### src/rtl/hazard_ctrl_unit_mc.sv
// Multi-cycle hazard controller: age-ordered redirect arbitration, load-use stalls, held redirects and front-end flush.
// Optional performance counters are built when HAZARD_PERF_CNT_EN is defined.
package my_pkg;
    typedef enum logic [2:0] {
        NEXT_PC        = 3'd0,
        BRANCH_ALU     = 3'd1,
        BRANCH_PC_JUMP = 3'd2,
        TRAP_ILLEGAL   = 3'd3,
        XEPC           = 3'd4
    } PCSrc_Enum;
endpackage

module hazard_ctrl_unit_mc #(
    parameter int REG_ADDR_W       = 5,
    parameter int LOAD_USE_BUBBLES = 1,
    parameter int FLUSH_STAGES     = 1
) (
    input  logic                  clk,
    input  logic                  rst_n,
    input  logic                  mem_jump_i,
    input  logic                  mem_branch_i,
    input  logic                  mem_branch_taken_i,
    input  logic                  mem_addtopc_i,
    input  logic                  ex_mret_i,
    input  logic                  de_trap_i,
    input  logic                  ex_memread_i,
    input  logic [REG_ADDR_W-1:0] ex_rd_i,
    input  logic [REG_ADDR_W-1:0] de_rs1_i,
    input  logic [REG_ADDR_W-1:0] de_rs2_i,
    input  logic                  de_rs1_used_i,
    input  logic                  de_rs2_used_i,
    input  logic                  fetch_ready_i,
    output my_pkg::PCSrc_Enum     pc_src_o,
    output logic                  en_pc_o,
    output logic                  en_ifid_o,
    output logic                  ifid_flush_o,
    output logic                  ctrl_mux_de_o,
    output logic                  ctrl_mux_ex_o,
    output logic                  busy_o,
    output logic [31:0]           perf_stall_cnt_o,
    output logic [31:0]           perf_flush_cnt_o
);
    import my_pkg::*;

    typedef enum logic [1:0] {S_IDLE, S_LOAD_STALL, S_REDIR_PEND, S_FLUSH} state_e;

    // Counters hold the number of extra cycles still to spend after the current one.
    localparam logic [1:0] FLUSH_INIT = 2'(FLUSH_STAGES - 2);
    localparam logic [1:0] STALL_INIT = 2'(LOAD_USE_BUBBLES - 2);

    state_e    state_q, state_d;
    logic [1:0] cnt_q, cnt_d;
    PCSrc_Enum pend_src_q, pend_src_d;
    logic      stall_cyc_s;
    logic      br_s, redir_s, hazard_s;
    PCSrc_Enum tgt_s;

    assign br_s     = mem_jump_i | (mem_branch_i & mem_branch_taken_i);
    assign redir_s  = br_s | ex_mret_i | de_trap_i;
    assign tgt_s    = br_s ? (mem_addtopc_i ? BRANCH_ALU : BRANCH_PC_JUMP)
                           : (ex_mret_i ? XEPC : TRAP_ILLEGAL);
    assign hazard_s = ex_memread_i && (ex_rd_i != '0) &&
                      ((de_rs1_used_i && (ex_rd_i == de_rs1_i)) ||
                       (de_rs2_used_i && (ex_rd_i == de_rs2_i)));

    // Next-state and Mealy output decode.
    always_comb begin
        state_d       = state_q;
        cnt_d         = cnt_q;
        pend_src_d    = pend_src_q;
        stall_cyc_s   = 1'b0;
        pc_src_o      = NEXT_PC;
        en_pc_o       = fetch_ready_i;
        en_ifid_o     = fetch_ready_i;
        ifid_flush_o  = 1'b0;
        ctrl_mux_de_o = 1'b1;
        ctrl_mux_ex_o = 1'b1;
        busy_o        = (state_q != S_IDLE);
        case (state_q)
            S_IDLE, S_LOAD_STALL: begin
                if (redir_s) begin
                    ifid_flush_o  = 1'b1;
                    en_ifid_o     = 1'b1;
                    ctrl_mux_de_o = 1'b0;
                    ctrl_mux_ex_o = ~br_s;
                    if (fetch_ready_i) begin
                        en_pc_o  = 1'b1;
                        pc_src_o = tgt_s;
                        if (FLUSH_STAGES > 1) begin
                            state_d = S_FLUSH;
                            cnt_d   = FLUSH_INIT;
                        end else begin
                            state_d = S_IDLE;
                        end
                    end else begin
                        en_pc_o    = 1'b0;
                        pend_src_d = tgt_s;
                        state_d    = S_REDIR_PEND;
                    end
                end else if ((state_q == S_LOAD_STALL) || hazard_s) begin
                    stall_cyc_s   = 1'b1;
                    en_pc_o       = 1'b0;
                    en_ifid_o     = 1'b0;
                    ctrl_mux_de_o = 1'b0;
                    if (state_q == S_LOAD_STALL) begin
                        if (cnt_q == 2'd0) begin
                            state_d = S_IDLE;
                        end else begin
                            cnt_d = cnt_q - 2'd1;
                        end
                    end else if (LOAD_USE_BUBBLES > 1) begin
                        state_d = S_LOAD_STALL;
                        cnt_d   = STALL_INIT;
                    end else begin
                        state_d = S_IDLE;
                    end
                end else begin
                    state_d = S_IDLE;
                end
            end
            S_REDIR_PEND: begin
                ifid_flush_o  = 1'b1;
                en_ifid_o     = 1'b1;
                ctrl_mux_de_o = 1'b0;
                pc_src_o      = pend_src_q;
                if (fetch_ready_i) begin
                    if (FLUSH_STAGES > 1) begin
                        state_d = S_FLUSH;
                        cnt_d   = FLUSH_INIT;
                    end else begin
                        state_d = S_IDLE;
                    end
                end else begin
                    state_d = S_REDIR_PEND;
                end
            end
            S_FLUSH: begin
                ifid_flush_o  = 1'b1;
                en_ifid_o     = 1'b1;
                ctrl_mux_de_o = 1'b0;
                if (cnt_q == 2'd0) begin
                    state_d = S_IDLE;
                end else begin
                    cnt_d = cnt_q - 2'd1;
                end
            end
            default: begin
                state_d = S_IDLE;
            end
        endcase
        // Reset dominates every output, independent of state.
        if (!rst_n) begin
            stall_cyc_s   = 1'b0;
            pc_src_o      = NEXT_PC;
            en_pc_o       = 1'b0;
            en_ifid_o     = 1'b0;
            ifid_flush_o  = 1'b1;
            ctrl_mux_de_o = 1'b0;
            ctrl_mux_ex_o = 1'b0;
            busy_o        = 1'b0;
        end else begin
            busy_o = (state_q != S_IDLE);
        end
    end

    // State, counter and pending-target registers.
    always_ff @(posedge clk) begin
        if (!rst_n) begin
            state_q    <= S_IDLE;
            cnt_q      <= 2'd0;
            pend_src_q <= NEXT_PC;
        end else begin
            state_q    <= state_d;
            cnt_q      <= cnt_d;
            pend_src_q <= pend_src_d;
        end
    end

`ifdef HAZARD_PERF_CNT_EN
    logic [31:0] stall_cnt_q, flush_cnt_q;

    // Saturating performance counters.
    always_ff @(posedge clk) begin
        if (!rst_n) begin
            stall_cnt_q <= 32'd0;
            flush_cnt_q <= 32'd0;
        end else begin
            if (stall_cyc_s && (stall_cnt_q != 32'hFFFF_FFFF)) begin
                stall_cnt_q <= stall_cnt_q + 32'd1;
            end
            if (ifid_flush_o && (flush_cnt_q != 32'hFFFF_FFFF)) begin
                flush_cnt_q <= flush_cnt_q + 32'd1;
            end
        end
    end

    assign perf_stall_cnt_o = stall_cnt_q;
    assign perf_flush_cnt_o = flush_cnt_q;
`else
    assign perf_stall_cnt_o = 32'd0;
    assign perf_flush_cnt_o = 32'd0;
`endif

endmodule

### config.mk
export PLATFORM = sky130hd
export DESIGN_NAME = hazard_ctrl_unit_mc
export DESIGN_NICKNAME = d
export VERILOG_FILES = /design/src/rtl/hazard_ctrl_unit_mc.sv
export SDC_FILE = /design/constraint.sdc
export NUM_CORES = 1
export LEC_CHECK = 0
export BUFFER_PORTS_ARGS = -buffer_cell sky130_fd_sc_hd__buf_4
export CAP_MARGIN = 10
export CELL_PAD_IN_SITES_DETAIL_PLACEMENT = 0
export CELL_PAD_IN_SITES_GLOBAL_PLACEMENT = 1
export CORE_ASPECT_RATIO = 0.5
export CORE_MARGIN = 2
export CORE_UTILIZATION = 24
export DETAILED_ROUTE_END_ITERATION = 7
export HOLD_SLACK_MARGIN = 0.06
export PLACE_DENSITY_LB_ADDON = 0.1
export SLEW_MARGIN = 40
export SYNTH_ARGS = -nofsm -noshare
export SYNTH_HDL_FRONTEND = slang
export SYNTH_SLANG_ARGS = --single-unit
### constraint.sdc
create_clock -name clk -period 2 [get_ports clk]
set_clock_uncertainty 0.15 [all_clocks]
set_input_delay 0.2 -clock clk [delete_from_list [all_inputs] [get_ports clk]]
set_output_delay 0.2 -clock clk [all_outputs]
set_load 0.01 [all_outputs]
# == Word-level counts from Yosys, hierarchy flattened ==
# Index checks and enable logic that the tools add are counted.
# classes
n_addsub,1
eq_ne,8
bitwise_logic,6
n_mux,37
reduce_logical,15
# ops
op,count
2-bit 2-to-1 mux,10
1-bit 2-to-1 mux,16
3-bit 2-to-1 mux,5
5-bit == test,2
2-bit inequality test (second input constant),3
1-bit one-hot mux with 2 select lines,3
2-bit one-hot mux with 3 select lines,1
3-bit one-hot mux with 2 select lines,1
5-bit nonzero test,1
2-bit == test (second input constant),2
1-bit logical AND,4
2-bit logical NOT,2
2-bit one-hot mux with 2 select lines,1
4-bit AND reduction,1
2-bit nonzero test,2
2-bit OR reduction,2
1-bit OR,3
3-bit AND reduction,1
2-bit by 1-bit == test with 1-bit output (second input constant),1
1-bit logical OR,2
1-bit inverter,2
2-bit by 1-bit subtractor with 2-bit output (second input constant),1
1-bit bitwise AND,1
# word_totals
out_inout_bits,73
inputBits,27
wordCells,70
reg_bits,7

# == Logic depth before layout (Yosys ltp) ==
# Gate-level depths: netlist of the first run.
# logic_depth
ltp_word,9
depth_mapped,6
ltp_nobuf,6

# == Worst setup path after synthesis of the first run ==
# Ideal clock, no wire load.
# synth_path
path_type,input -> output
start,input ex_rd_i[1]
end,output ctrl_mux_de_o
t_required_ns,1.650
n_path_buf,0
arrival_time_ns,1.224
path_stages,4
path_slack_ns,0.426
path_cell_list,or4_1 > o21ai_2 > inv_2 > a221oi_2
# synth_between
elab_chain_cells,9
elab_cells_between_ends,13
classes_between,eq/ne (2); mux (4); reduce/logical (7)
# synth_lines
item,line,text
from (decl),27,"input logic [REG_ADDR_W-1:0] ex_rd_i,"
"5-bit == test, on equally long branches","63, 64",
"1-bit logical AND, on equally long branches","63, 64",
1-bit logical OR,63,((de_rs1_used_i && (ex_rd_i == de_rs1_i)) ||
1-bit logical AND *,62,assign hazard_s = ex_memread_i && (ex_rd_i != '0) &&
1-bit logical OR *,100,end else if ((state_q == S_LOAD_STALL) || hazard_s) begin
1-bit 2-to-1 mux *,100,
1-bit 2-to-1 mux *,81,if (redir_s) begin
1-bit one-hot mux with 2 select lines *,79,case (state_q)
1-bit 2-to-1 mux *,152,if (!rst_n) begin
to (decl),37,"output logic ctrl_mux_de_o,"
# Every way passes the cells marked *; elsewhere a longest branch is shown, timed or not.

# == Worst setup path after layout of the first run ==
# Same ends and word-level chain as after synthesis.

==> metrics.md, run 1 <==
| Metric | Value |
|---|---|
| Status | finished, final reports clean |
| Fraction of layout cells with a size suffix above 1 | between 20% and 30% |
| CP Launch Type | input pin |
| Fin crit period | 1.816 ns |
| Post-cts gate resize count | 0 |
| # Post-CTS Setup Buffers | 0 |
| CP max FO | 3 |
| Most common cell on crit path | buf_4 |
| Initial Util | between 20% and 30% |
| Cells along the critical path | buf_4 -> or4_1 -> o21ai_2 -> inv_2 -> a221oi_2 -> buf_4 |
| CTS tree | built |
| Die Y | 52.01 µm |
| Via/cell ratio | 3.636 |
| Fmax | roughly 0.55 GHz |
| Routed wire length | approximately 2.2 mm |
| Hold EP | cnt_q[1]$_SDFFE_PN0P_ |
| Clk_lat worst skew | 0.23 ns |
| Remaining global-route overflow | 0 |
| Final antenna-violating net count | 0 |
| Hold Vio Cnt, Final | 0 |
| Crit. End Element | output port |
| Top_reg_cell synth | dfxtp_1 |
| Largest stage delay, worst path | 0.54 ns |
| P per Cell Area | around 440 nW/µm² |
| Antenna cells | 0 |
| RR Startpoint | state_q[1]$_SDFF_PN0_ |
| Total Power | roughly 550 µW |
| Drt pass-1 iters | 4 |
| Worst Min Path Start | rst_n |
| Dpl ws | about 0.18 ns |
| Async SR Flop Fraction | 0% |
| I/O Pins | 100 |
| Post-synthesis simple-gate area fraction | between 10% and 20% |
| Post-synthesis sequential area ratio | 12.67% |
| Post-synthesis compound-gate area fraction | ~11% |
| Vias in the first global route | about 680 |
| Worst R2R Setup Slack | ~0.52 ns |
| Worst hold-check path type | in2reg |
| Max VDD drop | 0.1341 mV |
| TritonCTS buffer count | 3 |
| Slowest cell on crit path | or4_1 |
| Final GP Congestion | around 0.75 |
| Initial antenna violation count | 0 |
| Port Buf Inserts | 35 |
| First-pass GRT wire length | between 3 and 4 mm |
| RSZ-0062 raised after global routing | no |
| Post-Synth Adder-Cell Area | about 1.1% |
| Final nets | about 210 |
| Max-cap violations | 0 |
| Worst Tran Pin Value | between 0.5 and 0.6 ns |
| Dpl cell area | ~1200 µm² |
| Largest net degree at the start of global routing | 12 |
| Final worst path period share | 90.81% |
| CTS Buffer Depth | 2 |
| Die Wd | between 100 and 150 µm |
| Largest family of logic cells by synthesized area | buffers and inverters |
| Mapped Area | 1106 µm² |
| Post-synthesis xor/xnor area fraction | 8.710% |
| Gr usage total | about 7.9% |
| Final HPWL DP | around 1.8 mm |
| R2R Path End | pend_src_q[0]$_SDFFE_PN0P_ |
| CP arrival | between 1 and 1.5 ns |
| Die footprint | about 5200 µm² |
| Design Area, Final | 1251 µm² |
| Site row count | 17 |
| Post-route DRC | 0 |
| Root Driver | clkbuf_8 |
| Min-Delay Path Depth | 2 |
| DR iter-0 viols | 34 |
| Syn avg cell area | around 7.6 µm² |
| Synth unique cells | 30 |
| Clk sink count | 7 |
| Multiplexer share of the synthesized area | ~5.4% |
| FF+latch count, synth | 7 |
| # setup viols final | 0 |
| Static leakage | between 0.0006 and 0.0007 µW |
| Crit path required time | between 1.5 and 2 ns |
| CP Class | in2out |
| Worst Reg2Reg Path Length in Cells | 3 |
| Post-synth EDFFs | 0 |
| DR WL/cell | 8.926 µm |
| Final hold slack | around 0.087 ns |
| Worst-path clk slew | roughly 0.040 ns |
| Area grow syn2layout | 13.12% |
| Core area | between 4000 and 5000 µm² |
| Routed via count | just under 900 |
| Slew Limit Fails | 0 |
| Post-Synthesis Cells | 146 |
| CTS H-tree lvls | 1 |
| Setup TNS | 0 ns |
| Fillers | ~500 |
| Fin worst setup slack | ~0.18 ns |
| Rel. slew slack | between 60% and 70% |
| Hold-fix buffers, CTS | 0 |
| Syn. warnings | 0 |
[per-layer routing]
layer | global-route usage [%] | vias up | share of wire [%]
li1 | - | 425 | -
met1 | 9.200 | 385 | 41
met2 | 13.96 | 64 | 45
met3 | 1.613 | 6 | 11
met4 | 4.338 | 0 | 3.1
met5 | 0 | - | 0
[synthesized netlist by cell type (2+ instances only)]
cell type | count | area share, %
nor2b_1 | 2 | 1.1
inv_1 | 4 | 1.4
nand2b_1 | 2 | 1.1
buf_4 | 64 | 43
mux2i_1 | 6 | 5.4
dfxtp_1 | 7 | 13
a21oi_1 | 3 | 1.4
nand2_1 | 8 | 2.7
a32oi_1 | 2 | 1.6
nand4_1 | 2 | 1.1
xnor2_1 | 11 | 8.7
and2_1 | 3 | 1.7
nor2_1 | 15 | 5.1
[worst max-delay path, delay by kind of cell]
family                 cells  cell delay, ns
AND/OR/NAND/NOR            1            0.54
AO/OA/AOI/OAI              2            0.40
buffers and inverters      3            0.32
[how the worst max path moves through the flow]
stage / startpoint / end / slack, ns / depth (start not counted)
floorplan: ex_rd_i[1] / ctrl_mux_de_o / 0.43 / 4
global placement: ex_rd_i[1] / ctrl_mux_de_o / 0.20 / 6
detailed placement: ex_rd_i[1] / ctrl_mux_de_o / 0.18 / 6
CTS: ex_rd_i[1] / ctrl_mux_de_o / 0.17 / 6
global route: mem_branch_i / ctrl_mux_de_o / 0.10 / 6
finish: ex_rd_i[1] / ctrl_mux_de_o / 0.18 / 6
[cells in the final DEF, fill, tap and decap left out, types with 2 or more instances in the layout]
master,instances
dfxtp_1,7
clkbuf_8,3
nor2b_1,2
nand4_1,2
xnor2_1,11
buf_4,37
nand2b_1,2
inv_1,4
nand2_1,8
conb_1,64
mux2i_1,6
a21oi_1,3
a32oi_1,2
nor2_1,15
and2_1,3
[report_power, final]
part / leakage, µW / switching (µW) / total [µW] / internal, µW
logic: 0.000553 / 119 / 200 / 81.4
registers: 0.0000570 / 5.12 / 150 / 145
clock network: 0.0000228 / 63.5 / 202 / 138
total: 0.000633 / 187 / 552 / 365
[cells by family after synthesis]
family	Yosys count
flip-flops	7
other	1
AND/OR/NAND/NOR	35
buffers and inverters	71
adder cells (fa/ha/maj)	1
AO/OA/AOI/OAI	14
XOR/XNOR	11
multiplexers	6
[flip-flops by register name, summed over array words and instances (netlist names)]
register    count
pend_src_q      3
cnt_q           2
state_q         2
[final cells by class]
| class | instances | area [µm²] | area share, % |
|---|---|---|---|
| clock buffer | 4 | 45.04 | 3.600 |
| sequential | 7 | 140.1 | 11.20 |
| multi-input combinational | 131 | 694.4 | 55.50 |
| timing repair buffer | 37 | 277.8 | 22.20 |
| inverter | 6 | 22.52 | 1.800 |
| tap | 57 | 71.32 | 5.700 |
[through the flow]
step	cells	utilization (%)
after CTS	242	28.28
after detailed placement	238	27.26
after floorplan	209	-
after global routing	242	28.28
after global placement	238	27.26
final	242	28.28
Note: power is estimated with default switching activity, not from simulation.
==> run 2, diff against run 1 <==
--- a/config.mk
+++ b/config.mk
@@ -10,7 +10,7 @@
 export CELL_PAD_IN_SITES_DETAIL_PLACEMENT = 0
 export CELL_PAD_IN_SITES_GLOBAL_PLACEMENT = 1
 export CORE_ASPECT_RATIO = 0.5
-export CORE_MARGIN = 2
+export CORE_MARGIN = 5
 export CORE_UTILIZATION = 24
 export DETAILED_ROUTE_END_ITERATION = 7
 export HOLD_SLACK_MARGIN = 0.06
==> metrics.md, run 2 (synthesis results as in run 1) <==
| Metric | Value |
|---|---|
| Largest stage delay, worst path | 0.58 ns |
| Initial antenna violation count | 0 |
| Area grow syn2layout | 12.44% |
| CTS Buffer Depth | 2 |
| First-pass GRT wire length | between 3 and 4 mm |
| Max VDD drop | approximately 0.15 mV |
| Largest net degree at the start of global routing | 14 |
| Via/cell ratio | 3.606 |
| Dpl ws | approximately 0.17 ns |
| Port Buf Inserts | 35 |
| Static leakage | around 0.00063 µW |
| RR Startpoint | state_q[1]$_SDFF_PN0_ |
| Largest Register | pend_src_q |
| CP Class | reg2out |
| Root Driver | clkbuf_8 |
| Die Wd | about 110 µm |
| Commonest non-fill, non-tap cell in the layout | conb_1 |
| Post-route DRC | 0 |
| Worst Min Path Start | rst_n |
| Remaining global-route overflow | 0 |
| Initial Util | 25.00% |
| Final nets | approximately 210 |
| Routed via count | approximately 870 |
| Core area | roughly 4400 µm² |
| # setup viols final | 0 |
| Setup TNS | 0 ns |
| Worst Tran Pin Value | 0.5367 ns |
| Routed wire length | approximately 2.5 mm |
| Most frequent cells in the layout | conb_1, buf_4, nor2_1, xnor2_1, nand2_1 |
| Slew Limit Fails | 0 |
| Clk sink count | 7 |
| Post-cts gate resize count | 0 |
| # Post-CTS Setup Buffers | 0 |
| Final worst path period share | ~93% |
| Final GP Congestion | between 0.7 and 0.8 |
| Crit. End Element | output port |
| Die footprint | 6149 µm² |
| I/O Pins | 100 |
| Site row count | 17 |
| Hold-fix buffers, CTS | 0 |
| Final antenna-violating net count | 0 |
| DR iter-0 viols | 17 |
| Cells along the critical path | inv_1 -> and2_1 -> o221ai_1 -> buf_4 |
| Number of flip-flops under the largest register name | 3 |
| Kind of cell adding the most delay to the critical path | flip-flops |
| Worst-path clk slew | 0.04 ns |
| Fin worst setup slack | 0.1424 ns |
| Status | finished, final reports clean |
| Die Y | approximately 58 µm |
| Dpl cell area | approximately 1200 µm² |
| Rel. slew slack | between 60% and 70% |
| Clk_lat worst skew | about 0.23 ns |
| Antenna cells | 0 |
| CP startpoint | state_q[1]$_SDFF_PN0_ |
| Final HPWL DP | around 2.1 mm |
| Fraction of layout cells with a size suffix above 1 | 23.37% |
| Worst path buffer plus inverter count | 2 |
| DR WL/cell | approximately 10 µm |
| Worst hold-check path type | in2reg |
| Fillers | 501 |
| RSZ-0062 raised after global routing | no |
| Fmax | approximately 0.54 GHz |
| Design Area, Final | between 1000 and 1500 µm² |
| Crit path required time | 1.65 ns |
| Largest regs | pend_src_q x3, cnt_q x2, state_q x2 |
| Max-cap violations | 0 |
| Fin crit period | between 1.5 and 2 ns |
| CP max FO | 13 |
| CP arrival | between 1.5 and 2 ns |
| TritonCTS buffer count | 3 |
| Slowest cell on crit path | dfxtp_1 |
| P per Cell Area | between 400 and 500 nW/µm² |
| CTS tree | built |
| CTS H-tree lvls | 1 |
| Gr usage total | about 7.5% |
| CP Launch Type | flip-flop |
| Hold Vio Cnt, Final | 0 |
| Drt pass-1 iters | 2 |
| Vias in the first global route | 812 |
run 2: cell types whose count changed in the layout (fill, tap and decap cells not counted):
| cell | delta |
|---|---|
| buf_4 | -1 |
run 2: final timing paths:
check                                to  slack, ns  cells past startpoint
min reg2reg  pend_src_q[2]$_SDFFE_PN0P_       0.34                      2
min               cnt_q[1]$_SDFFE_PN0P_       0.09                      2
max                           en_ifid_o       0.14                      4
max reg2reg  pend_src_q[0]$_SDFFE_PN0P_       0.48                      3
run 2: metal layers:
layer | GRT usage (%) | wire, µm | up-vias
met5 | 0 | 0 | -
met1 | 8.756 | 966 | 386
met2 | 13.77 | 1173 | 59
li1 | - | - | 422
met4 | 2.768 | 23 | 0
met3 | 1.446 | 301 | 2
run 2: area by class of cell:
class / instances / area, µm² / area share (%)
clock buffer: 4 / 45.04 / 3.622
inverter: 6 / 22.52 / 1.811
multi-input combinational: 131 / 694.4 / 55.84
sequential: 7 / 140.1 / 11.27
tap: 57 / 71.32 / 5.734
timing repair buffer: 36 / 270.3 / 21.73
run 2: report_power, final:
part	switching [µW]	internal, µW
clock	61.7	138
sequential	6.30	145
combinational	119	80.0
total	187	363
run 2: worst register-to-register path: cells and delay by family (launching register included):
kind,cells,cell delay (ns)
and+or+nand+nor,2,0.57
DFF,1,0.43
muxes,1,0.26
run 2: metrics by stage:
stage                     std cells  hold WS (ns)  total power (µW)  util, %
after floorplan                 209        0.1717             363.6        -
after global placement          237        0.3216             351.6    27.09
after detailed placement        237        0.3220             350.6    27.09
after CTS                       241       0.08597             555.9    28.11
after global routing            241       0.09751             592.1    28.11
final                           241       0.08827             550.3    28.11
